### src/rtl/cheshire_eoc_pkg.sv
`default_nettype none
// ============================================================================
// Module   : cheshire_eoc_pkg
// Purpose  : Shared types and constants for the end-of-computation monitor.
//            The exit-code word carries the EOC flag in bit 0 and the code
//            in bits [31:1].
// Revision : 1.0 - initial release
// ============================================================================
package cheshire_eoc_pkg;

  // Monitor states: IDLE until armed, RUN while watching, then a terminal
  // DONE (software reported) or TIMEOUT (watchdog expired).
  typedef enum logic [1:0] {
    IDLE    = 2'd0,
    RUN     = 2'd1,
    DONE    = 2'd2,
    TIMEOUT = 2'd3
  } eoc_state_e;

  localparam int unsigned EocFlagBit    = 0;
  localparam int unsigned ExitCodeWidth = 31;

  // Exit-code scratch register (scratch[2]) in the default memory map.
  localparam logic [47:0] DefaultEocAddr = 48'h0000_0300_0008;

  // Only full-word writes count; partial strobes never update the code.
  function automatic logic is_full_word(input logic [3:0] strb);
    return (strb == 4'hF);
  endfunction

endpackage
`default_nettype wire

### src/rtl/cheshire_eoc_sat_cnt.sv
`default_nettype none
// ============================================================================
// Module   : cheshire_eoc_sat_cnt
// Purpose  : Clear/enable up-counter that saturates at all-ones, with a
//            compare output flagging when the count equals TERMINAL.
// Revision : 1.0 - initial release
// ============================================================================
module cheshire_eoc_sat_cnt
  import cheshire_eoc_pkg::*;
#(
  parameter int unsigned       WIDTH    = 32,
  parameter logic [WIDTH-1:0]  TERMINAL = '1
) (
  input  logic             clk_i,
  input  logic             rst_i,
  input  logic             clr_i,
  input  logic             en_i,
  output logic [WIDTH-1:0] count_o,
  output logic             tc_o
);

  localparam logic [WIDTH-1:0] c_max = {WIDTH{1'b1}};

  logic [WIDTH-1:0] r_count;

  // Clear has priority over counting; the count holds once it reaches all-ones.
  always_ff @(posedge clk_i or posedge rst_i) begin
    if (rst_i) begin
      r_count <= '0;
    end else if (clr_i) begin
      r_count <= '0;
    end else if (en_i && (r_count != c_max)) begin
      r_count <= r_count + 1'b1;
    end
  end

  assign count_o = r_count;
  assign tc_o    = (r_count == TERMINAL);

endmodule
`default_nettype wire

### src/rtl/cheshire_eoc_monitor.sv
`default_nettype none
// ============================================================================
// Module   : cheshire_eoc_monitor
// Purpose  : Snoops register-bus writes to the exit-code scratch register,
//            latches the exit code and flags pass / fail / timeout.
//            Never drives the bus.
// Config   : CHESHIRE_EOC_WATCHDOG_EN - when defined, RUN expires into
//            TIMEOUT after TIMEOUT_CYCLES cycles; otherwise TIMEOUT is
//            unreachable and timeout_o stays 0.
// Revision : 1.0 - initial release
// ============================================================================
module cheshire_eoc_monitor
  import cheshire_eoc_pkg::*;
#(
  parameter int unsigned                ADDR_WIDTH     = 48,
  parameter logic [ADDR_WIDTH-1:0]      EOC_ADDR       = ADDR_WIDTH'(DefaultEocAddr),
  parameter int unsigned                CNT_WIDTH      = 32,
  parameter logic [CNT_WIDTH-1:0]       TIMEOUT_CYCLES = CNT_WIDTH'(10_000_000)
) (
  input  logic                     clk_i,
  input  logic                     rst_i,
  input  logic                     arm_i,
  input  logic                     reg_valid_i,
  input  logic                     reg_ready_i,
  input  logic                     reg_write_i,
  input  logic [ADDR_WIDTH-1:0]    reg_addr_i,
  input  logic [31:0]              reg_wdata_i,
  input  logic [3:0]               reg_wstrb_i,
  output logic                     busy_o,
  output logic                     eoc_o,
  output logic                     pass_o,
  output logic                     timeout_o,
  output logic [ExitCodeWidth-1:0] exit_code_o,
  output logic [CNT_WIDTH-1:0]     cycles_o
);

  // Count value seen during the last RUN cycle before the watchdog fires.
  localparam logic [CNT_WIDTH-1:0] c_tc_value = TIMEOUT_CYCLES - CNT_WIDTH'(1);

  eoc_state_e               r_state;
  logic                     r_busy;
  logic                     r_eoc;
  logic                     r_pass;
  logic                     r_timeout;
  logic [ExitCodeWidth-1:0] r_exit_code;

  logic                     w_hit;
  logic                     w_eoc_hit;
  logic [ExitCodeWidth-1:0] w_code;
  logic                     w_cnt_clr;
  logic                     w_cnt_en;
  logic                     w_cnt_tc;
  logic                     w_timeout_hit;

  // A completed full-word write to the scratch register; EOC only if flag set.
  assign w_hit     = reg_valid_i & reg_ready_i & reg_write_i &
                     (reg_addr_i == EOC_ADDR) & is_full_word(reg_wstrb_i);
  assign w_eoc_hit = w_hit & reg_wdata_i[EocFlagBit];
  assign w_code    = reg_wdata_i[ExitCodeWidth:1];

  // The cycle counter restarts on every arm that leaves a non-RUN state.
  assign w_cnt_clr = arm_i & (r_state != RUN);
  assign w_cnt_en  = (r_state == RUN);

  cheshire_eoc_sat_cnt #(
    .WIDTH    (CNT_WIDTH),
    .TERMINAL (c_tc_value)
  ) u_cycle_cnt (
    .clk_i   (clk_i),
    .rst_i   (rst_i),
    .clr_i   (w_cnt_clr),
    .en_i    (w_cnt_en),
    .count_o (cycles_o),
    .tc_o    (w_cnt_tc)
  );

`ifdef CHESHIRE_EOC_WATCHDOG_EN
  assign w_timeout_hit = w_cnt_tc;
`else
  // Without the watchdog the compare output has no consumer; r_timeout then
  // never leaves 0, so timeout_o is effectively tied low.
  logic w_unused_tc;
  assign w_unused_tc   = w_cnt_tc;
  assign w_timeout_hit = 1'b0;
`endif

  // Monitor FSM with registered status outputs; an EOC hit wins over timeout.
  always_ff @(posedge clk_i or posedge rst_i) begin
    if (rst_i) begin
      r_state     <= IDLE;
      r_busy      <= 1'b0;
      r_eoc       <= 1'b0;
      r_pass      <= 1'b0;
      r_timeout   <= 1'b0;
      r_exit_code <= '0;
    end else begin
      case (r_state)
        IDLE, DONE, TIMEOUT: begin
          if (arm_i) begin
            r_state     <= RUN;
            r_busy      <= 1'b1;
            r_eoc       <= 1'b0;
            r_pass      <= 1'b0;
            r_timeout   <= 1'b0;
            r_exit_code <= '0;
          end
        end
        RUN: begin
          if (w_eoc_hit) begin
            r_state     <= DONE;
            r_busy      <= 1'b0;
            r_eoc       <= 1'b1;
            r_pass      <= (w_code == '0);
            r_exit_code <= w_code;
          end else if (w_timeout_hit) begin
            r_state     <= TIMEOUT;
            r_busy      <= 1'b0;
            r_eoc       <= 1'b1;
            r_pass      <= 1'b0;
            r_timeout   <= 1'b1;
            r_exit_code <= '1;
          end
        end
        default: begin
          r_state <= IDLE;
          r_busy  <= 1'b0;
        end
      endcase
    end
  end

  assign busy_o      = r_busy;
  assign eoc_o       = r_eoc;
  assign pass_o      = r_pass;
  assign timeout_o   = r_timeout;
  assign exit_code_o = r_exit_code;

endmodule
`default_nettype wire
### config.mk
export PLATFORM = sky130hd
export DESIGN_NAME = cheshire_eoc_monitor
export DESIGN_NICKNAME = d
export VERILOG_FILES = /design/src/rtl/cheshire_eoc_pkg.sv /design/src/rtl/cheshire_eoc_sat_cnt.sv /design/src/rtl/cheshire_eoc_monitor.sv
export SDC_FILE = /design/constraint.sdc
export NUM_CORES = 1
export LEC_CHECK = 0
export ABC_AREA = 1
export ABC_CLOCK_PERIOD_IN_PS = 4340
export CAP_MARGIN = 20
export CORE_MARGIN = 2
export CORE_UTILIZATION = 40
export CTS_BUF_LIST = sky130_fd_sc_hd__clkbuf_8
export CTS_CLUSTER_SIZE = 14
export DETAILED_ROUTE_END_ITERATION = 6
export GPL_TIMING_DRIVEN = 0
export PLACE_DENSITY = 0.74
export SETUP_SLACK_MARGIN = 0.4
export SLEW_MARGIN = 30
export SYNTH_ARGS = -nofsm -noshare
export SYNTH_HDL_FRONTEND = slang
export SYNTH_SLANG_ARGS = --single-unit
### constraint.sdc
create_clock -name clk_i -period 4.34 [get_ports clk_i]
set_input_delay 1.085 -clock clk_i [delete_from_list [all_inputs] [get_ports clk_i]]
set_output_delay 1.085 -clock clk_i [all_outputs]
set_load 0.01 [all_outputs]
Yosys cells after proc, flatten, opt, wreduce, memory -nomap -nowiden
Index checks and enable logic that the tools add are counted.
{ "classes": {"n_addsub": 1, "n_eq_ne": 9, "n_mux": 17, "n_bitwise": 7, "reduce_logical": 7} }
{ "ops": {"columns": ["op", "count"], "rows": [
  ["2-to-1 mux 32 bit", 2],
  ["2-to-1 mux 31 bit", 2],
  ["one-hot mux 31 bit (2 select lines)", 1],
  ["equality test 48 x 26 -> 1 bit (second input constant)", 1],
  ["adder 32 x 1 -> 32 bit (second input constant)", 1],
  ["!= test 32 bit (second input constant)", 1],
  ["logical NOT 31 bit", 1],
  ["bitwise AND 1 bit", 6],
  ["2-to-1 mux 1 bit", 6],
  ["one-hot mux 1 bit (2 select lines)", 3],
  ["equality test 2 bit (second input constant)", 2],
  ["equality test 4 bit (second input constant)", 1],
  ["2-to-1 mux 2 bit", 2],
  ["!= test 2 bit (second input constant)", 2],
  ["one-hot mux 2 bit (2 select lines)", 1],
  ["AND reduction 2 bit", 2],
  ["OR reduction 3 bit", 1],
  ["equality test 2 x 1 -> 1 bit (second input constant)", 1],
  ["logical NOT 2 bit", 1],
  ["!= test 2 x 1 -> 1 bit (second input constant)", 1],
  ["nonzero test 2 bit", 1],
  ["logical AND 1 bit", 1],
  ["NOT 1 bit", 1]
]} }
{ "totals": {"register_bits": 69, "out_inout_bits": 67} }

Longest topological paths before layout
Gate-level depths: netlist of the first run.
{ "logic_depth": {"depth_word": 7, "depth_mapped": 12, "depth_no_buf": 11} }

Cells and area by module
A second synthesis of the first run with hierarchy kept.
{ "unflattened": {"cells_unflattened": 606, "hier_area_um2": 4055.1} }
{ "by_module_without_submodules": {"columns": ["mod", "n_inst", "cells_per_inst", "area_each_um2"], "rows": [
  ["cheshire_eoc_sat_cnt", 1, 365, 2341.0],
  ["cheshire_eoc_monitor", 1, 241, 1714.1]
]} }

Least setup slack after synthesis of the first run
Ideal clock, no wire load.
{ "synth_path": {"path_type": "in2reg", "start": "input port reg_addr_i[43]", "end": "register r_exit_code[7], in the netlist exit_code_o[7]", "arrival_time_ns": 2.084, "required_time_ns": 4.222, "setup_slack_ns": 2.138, "path_stages": 9, "path_buffers": 1, "path_cell_list": "inv_1 > nand2_1 > nor3_1 > nand3_1 > nor2_1 > nand2_1 > clkbuf_1 > nand3_1 > nand2_1"} }
{ "synth_via": {"elab_chain_cells": 6} }
{ "synth_lines": {"columns": ["element", "line_no", "rtl"], "rows": [
  ["start, declared", "cheshire_eoc_monitor.sv:26", "input logic [ADDR_WIDTH-1:0] reg_addr_i,"],
  ["equality test 48 x 26 -> 1 bit", "cheshire_eoc_monitor.sv:57", "(reg_addr_i == EOC_ADDR) & is_full_word(reg_wstrb_i);"],
  ["bitwise AND 1 bit", "cheshire_eoc_monitor.sv:56", "assign w_hit = reg_valid_i & reg_ready_i & reg_write_i &"],
  ["bitwise AND 1 bit", "cheshire_eoc_monitor.sv:57", null],
  ["bitwise AND 1 bit", "cheshire_eoc_monitor.sv:58", "assign w_eoc_hit = w_hit & reg_wdata_i[EocFlagBit];"],
  ["!= test 2 bit (no line)", null, null],
  ["AND reduction 2 bit (no line)", null, null],
  ["end signal, assigned", "cheshire_eoc_monitor.sv:114", "r_exit_code <= w_code;"],
  ["end, declared", "cheshire_eoc_monitor.sv:45", "logic [ExitCodeWidth-1:0] r_exit_code;"]
]} }
Every way passes these cells.
A chain may end at the register's enable or synchronous reset.

Worst setup path after layout of the first run
{ "layout_path": {"start": "input port reg_addr_i[14]", "end": "register r_exit_code[20], in the netlist exit_code_o[20]"} }
The elaborated chain is that of the path after synthesis.

==> results of run 1 <==
## worst max-delay path, stage by stage
cell	delay (ns)
clkdlybuf4s50_1	0.42
nor2_1	0.13
nand2_1	0.06
nor2_1	0.11
nand2_1	0.08
nor2_1	0.32
nand2_1	0.24
clkbuf_1	0.28
nand3_1	0.13
nand2_1	0.06
## path summary, 6_finish.rpt
check	start	slack, ns	cells past startpoint	end
max reg2reg	u_cycle_cnt.count_o[0]$_DFFE_PP0P_	2.17	9	u_cycle_cnt.count_o[20]$_DFFE_PP0P_
max	reg_addr_i[14]	1.65	10	exit_code_o[20]$_DFFE_PP0P_
min reg2reg	exit_code_o[29]$_DFFE_PP0P_	0.50	2	exit_code_o[29]$_DFFE_PP0P_
min	exit_code_o[29]$_DFFE_PP0P_	0.50	2	exit_code_o[29]$_DFFE_PP0P_
max in group asynchronous	rst_i	2.76	3	u_cycle_cnt.count_o[1]$_DFFE_PP0P_
min in group asynchronous	rst_i	1.05	2	exit_code_o[7]$_DFFE_PP0P_
## layer usage
metal	up-vias	GRT usage, %	wire length (um)
met2	179	42.5	6520
met3	17	7.05	1140
met4	0	7.33	214
li1	2303	-	-
met5	-	0	0
met1	2128	30.4	5410
## layout by cell type (no fill, tap or decap), drive strengths merged
cell and n:
clkbuf 19, ha 1, buf 9, dfrtp 66, o21a 1, inv 51
o21ai 5, nor2 122, bufinv 1, clkinv 4, nand2 202, clkdlybuf4s50 155
xnor2 3, xor2 8, or2 5, a21oi 1, nand3 93, and3 1
clkinvlp 1, nor4 1, nand3b 1, nand4 28, and2 1, conb 1
nor3 5
## synthesized netlist by cell type (3+ instances only)
cell and n:
xnor2_1 3, xor2_1 8, dfrtp_1 66, nand3_1 93
nand2_4 4, or2_2 5, nand4_1 28, nor3_1 5
nand2_1 196, nor2_1 112, nor2_2 6, o21ai_0 5
buf_2 5, clkbuf_1 10, inv_1 47
## area by class of cell
class                   count  area (sq um)
fillers                   974          4120
plain buffers              18          92.6
inverters                  50           195
flip-flops and latches     66          1650
clock buffers               9           124
clock inverters             7          77.6
repair buffers            156          1570
multi-input cells         479          2190
well taps                 136           170
## stage by stage
step	setup slack [ns]	area, sq um
finish	1.65	6070
global route	1.44	6070
CTS	1.65	6070
detailed placement	1.27	5870
global placement	0.473	5850
floorplan	1.60	4120
## power by group through the flow
stage               registers (W)  logic, W  clock network (W)
finish                   0.000723  0.000428           0.000539
global route             0.000732  0.000471           0.000574
CTS                      0.000723  0.000433           0.000546
detailed placement       0.000735  0.000430                  0
global placement         0.000733  0.000421                  0
floorplan                0.000734  0.000187                  0
## sequential cells by signal (all words and copies together) (netlist names)
signal               count
exit_code_o             31
pass_o                   1
r_state                  2
u_cycle_cnt.count_o     32
## logic make-up after synthesis
logic type / after synthesis / synth area share, %
AND/OR/NAND/NOR: 459 / 49.4
buffers and inverters: 68 / 6.92
flip-flops: 66 / 40.0
XOR/XNOR: 11 / 2.34
AO/OA/AOI/OAI: 7 / 0.910
adder cells (fa/ha/maj): 1 / 0.303
other: 1 / 0.0909
==> results_dict.tcl, run 1 <==
set metrics [dict create \
    status "finished, final reports clean" \
    wl_per_cell_um 14.4 \
    p_leak_nw 2.83 \
    ys_ff_latch 66 \
    fin_nets 871 \
    dr.first_iter.drc_count 187 \
    grt_max_degree 43 \
    cts_resized 0 \
    cap_violations 0 \
    gp_congestion 0.900 \
    drtAntennaViolNets 0 \
    hold_viol 0 \
    final_max_slew_viol_count 0 \
    diodes 0 \
    hpwlAfterDp_um 10500 \
    htreeDepth 3 \
    fin_skew_ns 0.00712 \
    clkSlewWorstSetupHoldPaths_ns 0.08 \
    power.internal_w 0.00114 \
    clockBufferDepth 2 \
    routed_via_density 5.02 \
    io_buffers 155 \
    synth_area_per_cell_sq_um 6.73 \
    postCtsHoldBufs 0 \
    grtUsageTotal_pct 24.8 \
    period_minus_slack_ns 2.69 \
    via_count 4627 \
    critical_path.endpoint_type "register" \
    pin_count 157 \
    combPwrFrac_pct 25.3 \
    drt_first_pass_iters 4 \
    overflow 0 \
    seqPwrFrac_pct 42.8 \
    fin_crit_sh_pct 62.1 \
    cts.sink_count 66 \
    rsz0062_at_grt "no" \
    grt_pass1_wl_um 22000 \
    synth_area_leader_cell "dfrtp_1" \
    power_w 0.00169 \
    syn_nets 704 \
    initial_utilization_pct 40.5 \
    synth-edff-count 0 \
    vdd_ir_drop_max_v 0.000119 \
    grt_pass1_vias 4593 \
    startpoint_type "input port" \
    worstPathArrival_ns 2.93 \
    antenna_found_initial 0 \
    setup_viol 0 \
    std_cell_rows 37 \
    path_max_fanout 10 \
    synth_flop_cell "dfrtp_1" \
    fin_cells 921 \
    netlist_instances 613 \
    setup_tns_ns 0 \
    area_delta_synth_final_pct 47.2 \
    die_area_sq_um 11100 \
    fp.dieH_um 106 \
    timing.slew.headroom_pct 55.9 \
    cts_inserted_buffers 9 \
    clock_latency_ns 0.35 \
    switchingPower_w 0.000550 \
    ys_types 30 \
    cts_tree "yes" \
    synth_warnings 0 \
    synthArstFlopShare_pct 100 \
    core_sq_um 10200 \
    finalWirelength_um 13300 \
    hold_class "reg -> reg" \
    die_x_um 106 \
    synth_top_area_share_pct 40.0 \
    holdWs_ns 0.497 \
    drc_errors 0 \
    cts-root-buf "clkbuf_8" \
    switching_share_pct 32.5 \
    synth_area_sq_um 4120 \
    max_freq_mhz 371 \
    post_cts_buffers 0 \
    power_density_nw_per_um2 278 \
    clkPwrFrac_pct 31.9 \
    synth.area.top_cells "dfrtp_1, nand2_1, nand3_1, nor2_1, inv_1" \
    critPathKind "in -> reg" \
    cp.required_ns 4.58 \
    dp.cells 905 \
    tightest_slew_ns 0.662 \
    seq_area_frac_synth_pct 40.0 \
    fin_util_pct 59.6 \
    drive_gt1_share_pct 6.37 \
]
(Power assumes the default switching activity.)
==> run 2: changes to the inputs <==
--- a/config.mk
+++ b/config.mk
@@ -6,7 +6,7 @@
 export NUM_CORES = 1
 export LEC_CHECK = 0
 export ABC_AREA = 1
-export ABC_CLOCK_PERIOD_IN_PS = 4340
+export ABC_CLOCK_PERIOD_IN_PS = 2500
 export CAP_MARGIN = 20
 export CORE_MARGIN = 2
 export CORE_UTILIZATION = 40
==> constraint.sdc (replaced) <==
create_clock -name clk_i -period 2.5 [get_ports clk_i]
set_input_delay 0.625 -clock clk_i [delete_from_list [all_inputs] [get_ports clk_i]]
set_output_delay 0.625 -clock clk_i [all_outputs]
set_load 0.01 [all_outputs]
==> results_dict.tcl, run 2 (synthesis gave the netlist of run 1 again) <==
set metrics [dict create \
    status "finished, final reports clean" \
    hold_viol 0 \
    cts_tree "yes" \
    layout_commonest_cell "nand2_1" \
    power_density_nw_per_um2 468 \
    diodes 0 \
    crit_chain "clkdlybuf4s50_1" \
    whs_path_depth 2 \
    grt_pass1_wl_um 22400 \
    routed_via_density 5.10 \
    critPathSlowestCell "clkdlybuf4s50_1" \
    path_max_fanout 6 \
    post_cts_buffers 0 \
    io_buffers 155 \
    die_x_um 106 \
    critPathKind "reg -> out" \
    fin_skew_ns 0.0119 \
    crit_family "buffers and inverters" \
    cap_violations 0 \
    tightest_slew_ns 0.634 \
    htreeDepth 3 \
    via_count 4706 \
    clkSlewWorstSetupHoldPaths_ns 0.08 \
    drive_gt1_share_pct 8.02 \
    fin_crit_sh_pct 82.3 \
    cts_inserted_buffers 9 \
    rsz0062_at_grt "no" \
    hold_class "reg -> reg" \
    cts.sink_count 66 \
    antenna_found_initial 0 \
    fin_nets 872 \
    place_ws_ns -0.0973 \
    std_cell_rows 37 \
    setup_viol 0 \
    drt_first_pass_iters 5 \
    overflow 0 \
    timing.slew.headroom_pct 57.8 \
    clock_latency_ns 0.36 \
    p_leak_nw 2.83 \
    drtAntennaViolNets 0 \
    core_sq_um 10200 \
    seq_area_sq_um 1660 \
    stdcell_area_sq_um 6110 \
    fin_util_pct 60.0 \
    worstPathArrival_ns 1.43 \
    grtUsageTotal_pct 25.5 \
    grt_pass1_vias 4725 \
    dr.first_iter.drc_count 214 \
    layout_common_cells "nand2_1, clkdlybuf4s50_1, nor2_1" \
    period_minus_slack_ns 2.06 \
    grt_max_degree 29 \
    setup_slack_ns 0.442 \
    startpoint_type "register" \
    path_buf_inv 1 \
    initial_utilization_pct 40.5 \
    vdd_ir_drop_max_v 0.000237 \
    max_freq_mhz 486 \
    worst_path_largest_cell_delay_ns 0.59 \
    drc_errors 0 \
    die_area_sq_um 11100 \
    critical_path.endpoint_type "output pin" \
    hpwlAfterDp_um 10800 \
    largest_reg_flops 32 \
    clockBufferDepth 2 \
    cts-root-buf "clkbuf_8" \
    pin_count 157 \
    area_delta_synth_final_pct 48.1 \
    gp_congestion 0.909 \
    wl_per_cell_um 14.8 \
    fp.dieH_um 106 \
    reg2reg_depth 12 \
    postPlaceCellArea_sq_um 5900 \
    cp.required_ns 1.88 \
    finalWirelength_um 13600 \
    crit_cells 1 \
    final_max_slew_viol_count 0 \
    multiInputGateArea_sq_um 2210 \
    fill_cells 979 \
]
[run 2: cell types whose count changed in the layout (fill, tap and decap cells not counted), moves of 2 or more]
cell	before	now
dfrtp_2	0	3
nor2_4	2	5
nor2_1	112	110
clkbuf_2	0	4
dfrtp_1	66	63
clkinvlp_4	1	4
clkbuf_1	10	5
[run 2: worst paths after layout]
kind | start | end | slack, ns
setup / recovery | u_cycle_cnt.count_o[16]$_DFFE_PP0P_ | cycles_o[16] | 0.44
hold reg to reg | exit_code_o[5]$_DFFE_PP0P_ | exit_code_o[5]$_DFFE_PP0P_ | 0.51
max in group asynchronous | rst_i | u_cycle_cnt.count_o[28]$_DFFE_PP0P_ | 1.14
setup reg to reg | u_cycle_cnt.count_o[0]$_DFFE_PP0P_ | u_cycle_cnt.count_o[12]$_DFFE_PP0P_ | 0.62
min in group asynchronous | rst_i | u_cycle_cnt.count_o[10]$_DFFE_PP0P_ | 0.67
hold / removal | exit_code_o[5]$_DFFE_PP0P_ | exit_code_o[5]$_DFFE_PP0P_ | 0.51
[run 2: worst reg2reg max path, delay by kind of cell (launching register included)]
kind	cells	cell delay [ns]
fa+ha+maj	1	0.24
buf+inv	3	0.34
flops	1	0.43
simple gates	8	0.80
[run 2: report_power, final]
group | leakage [nW] | switching (W) | internal (W) | total (W)
clock network | 0.0822 | 0.000481 | 0.000366 | 0.000847
registers | 0.902 | 0.000116 | 0.00114 | 0.00126
logic | 1.85 | 0.000375 | 0.000381 | 0.000756
total | 2.83 | 0.000972 | 0.00189 | 0.00286
[run 2: per-layer routing]
layer | up-vias | GRT usage, % | share of wire [%]
met5 | - | 0 | 0
met4 | 0 | 10.5 | 3.4
met3 | 38 | 8.10 | 9.1
met2 | 203 | 43.5 | 49
met1 | 2163 | 29.5 | 39
li1 | 2302 | - | -
[run 2: layout make-up]
type / count / area share [%]
inverter: 50 / 3.22
buffer: 18 / 1.62
multi-input combinational: 479 / 36.2
sequential: 66 / 27.1
clock inverter: 7 / 0.881
tap: 136 / 2.79
clock buffer: 9 / 2.03
timing repair buffer: 157 / 26.2
[run 2: repair_timing]
action,CTS,global route
setup endpoints to repair,32,54
endpoints found under the hold margin,0,0
resized for setup,3,17
gates cloned,0,0
hold buffers,0,0
[run 2: per-stage QoR]
stage / power, W / hold slack, ns / cells / setup TNS [ns]
6_report: 0.00286 / 0.509 / 922 / 0
5_1_grt: 0.00302 / 0.537 / 922 / 0
4_1_cts: 0.00288 / 0.510 / 922 / 0
3_5_place_dp: 0.00203 / 0.492 / 906 / -1.83
3_3_place_gp: 0.00201 / 0.481 / 904 / -0.968
2_1_floorplan: 0.00160 / 0.536 / 613 / 0
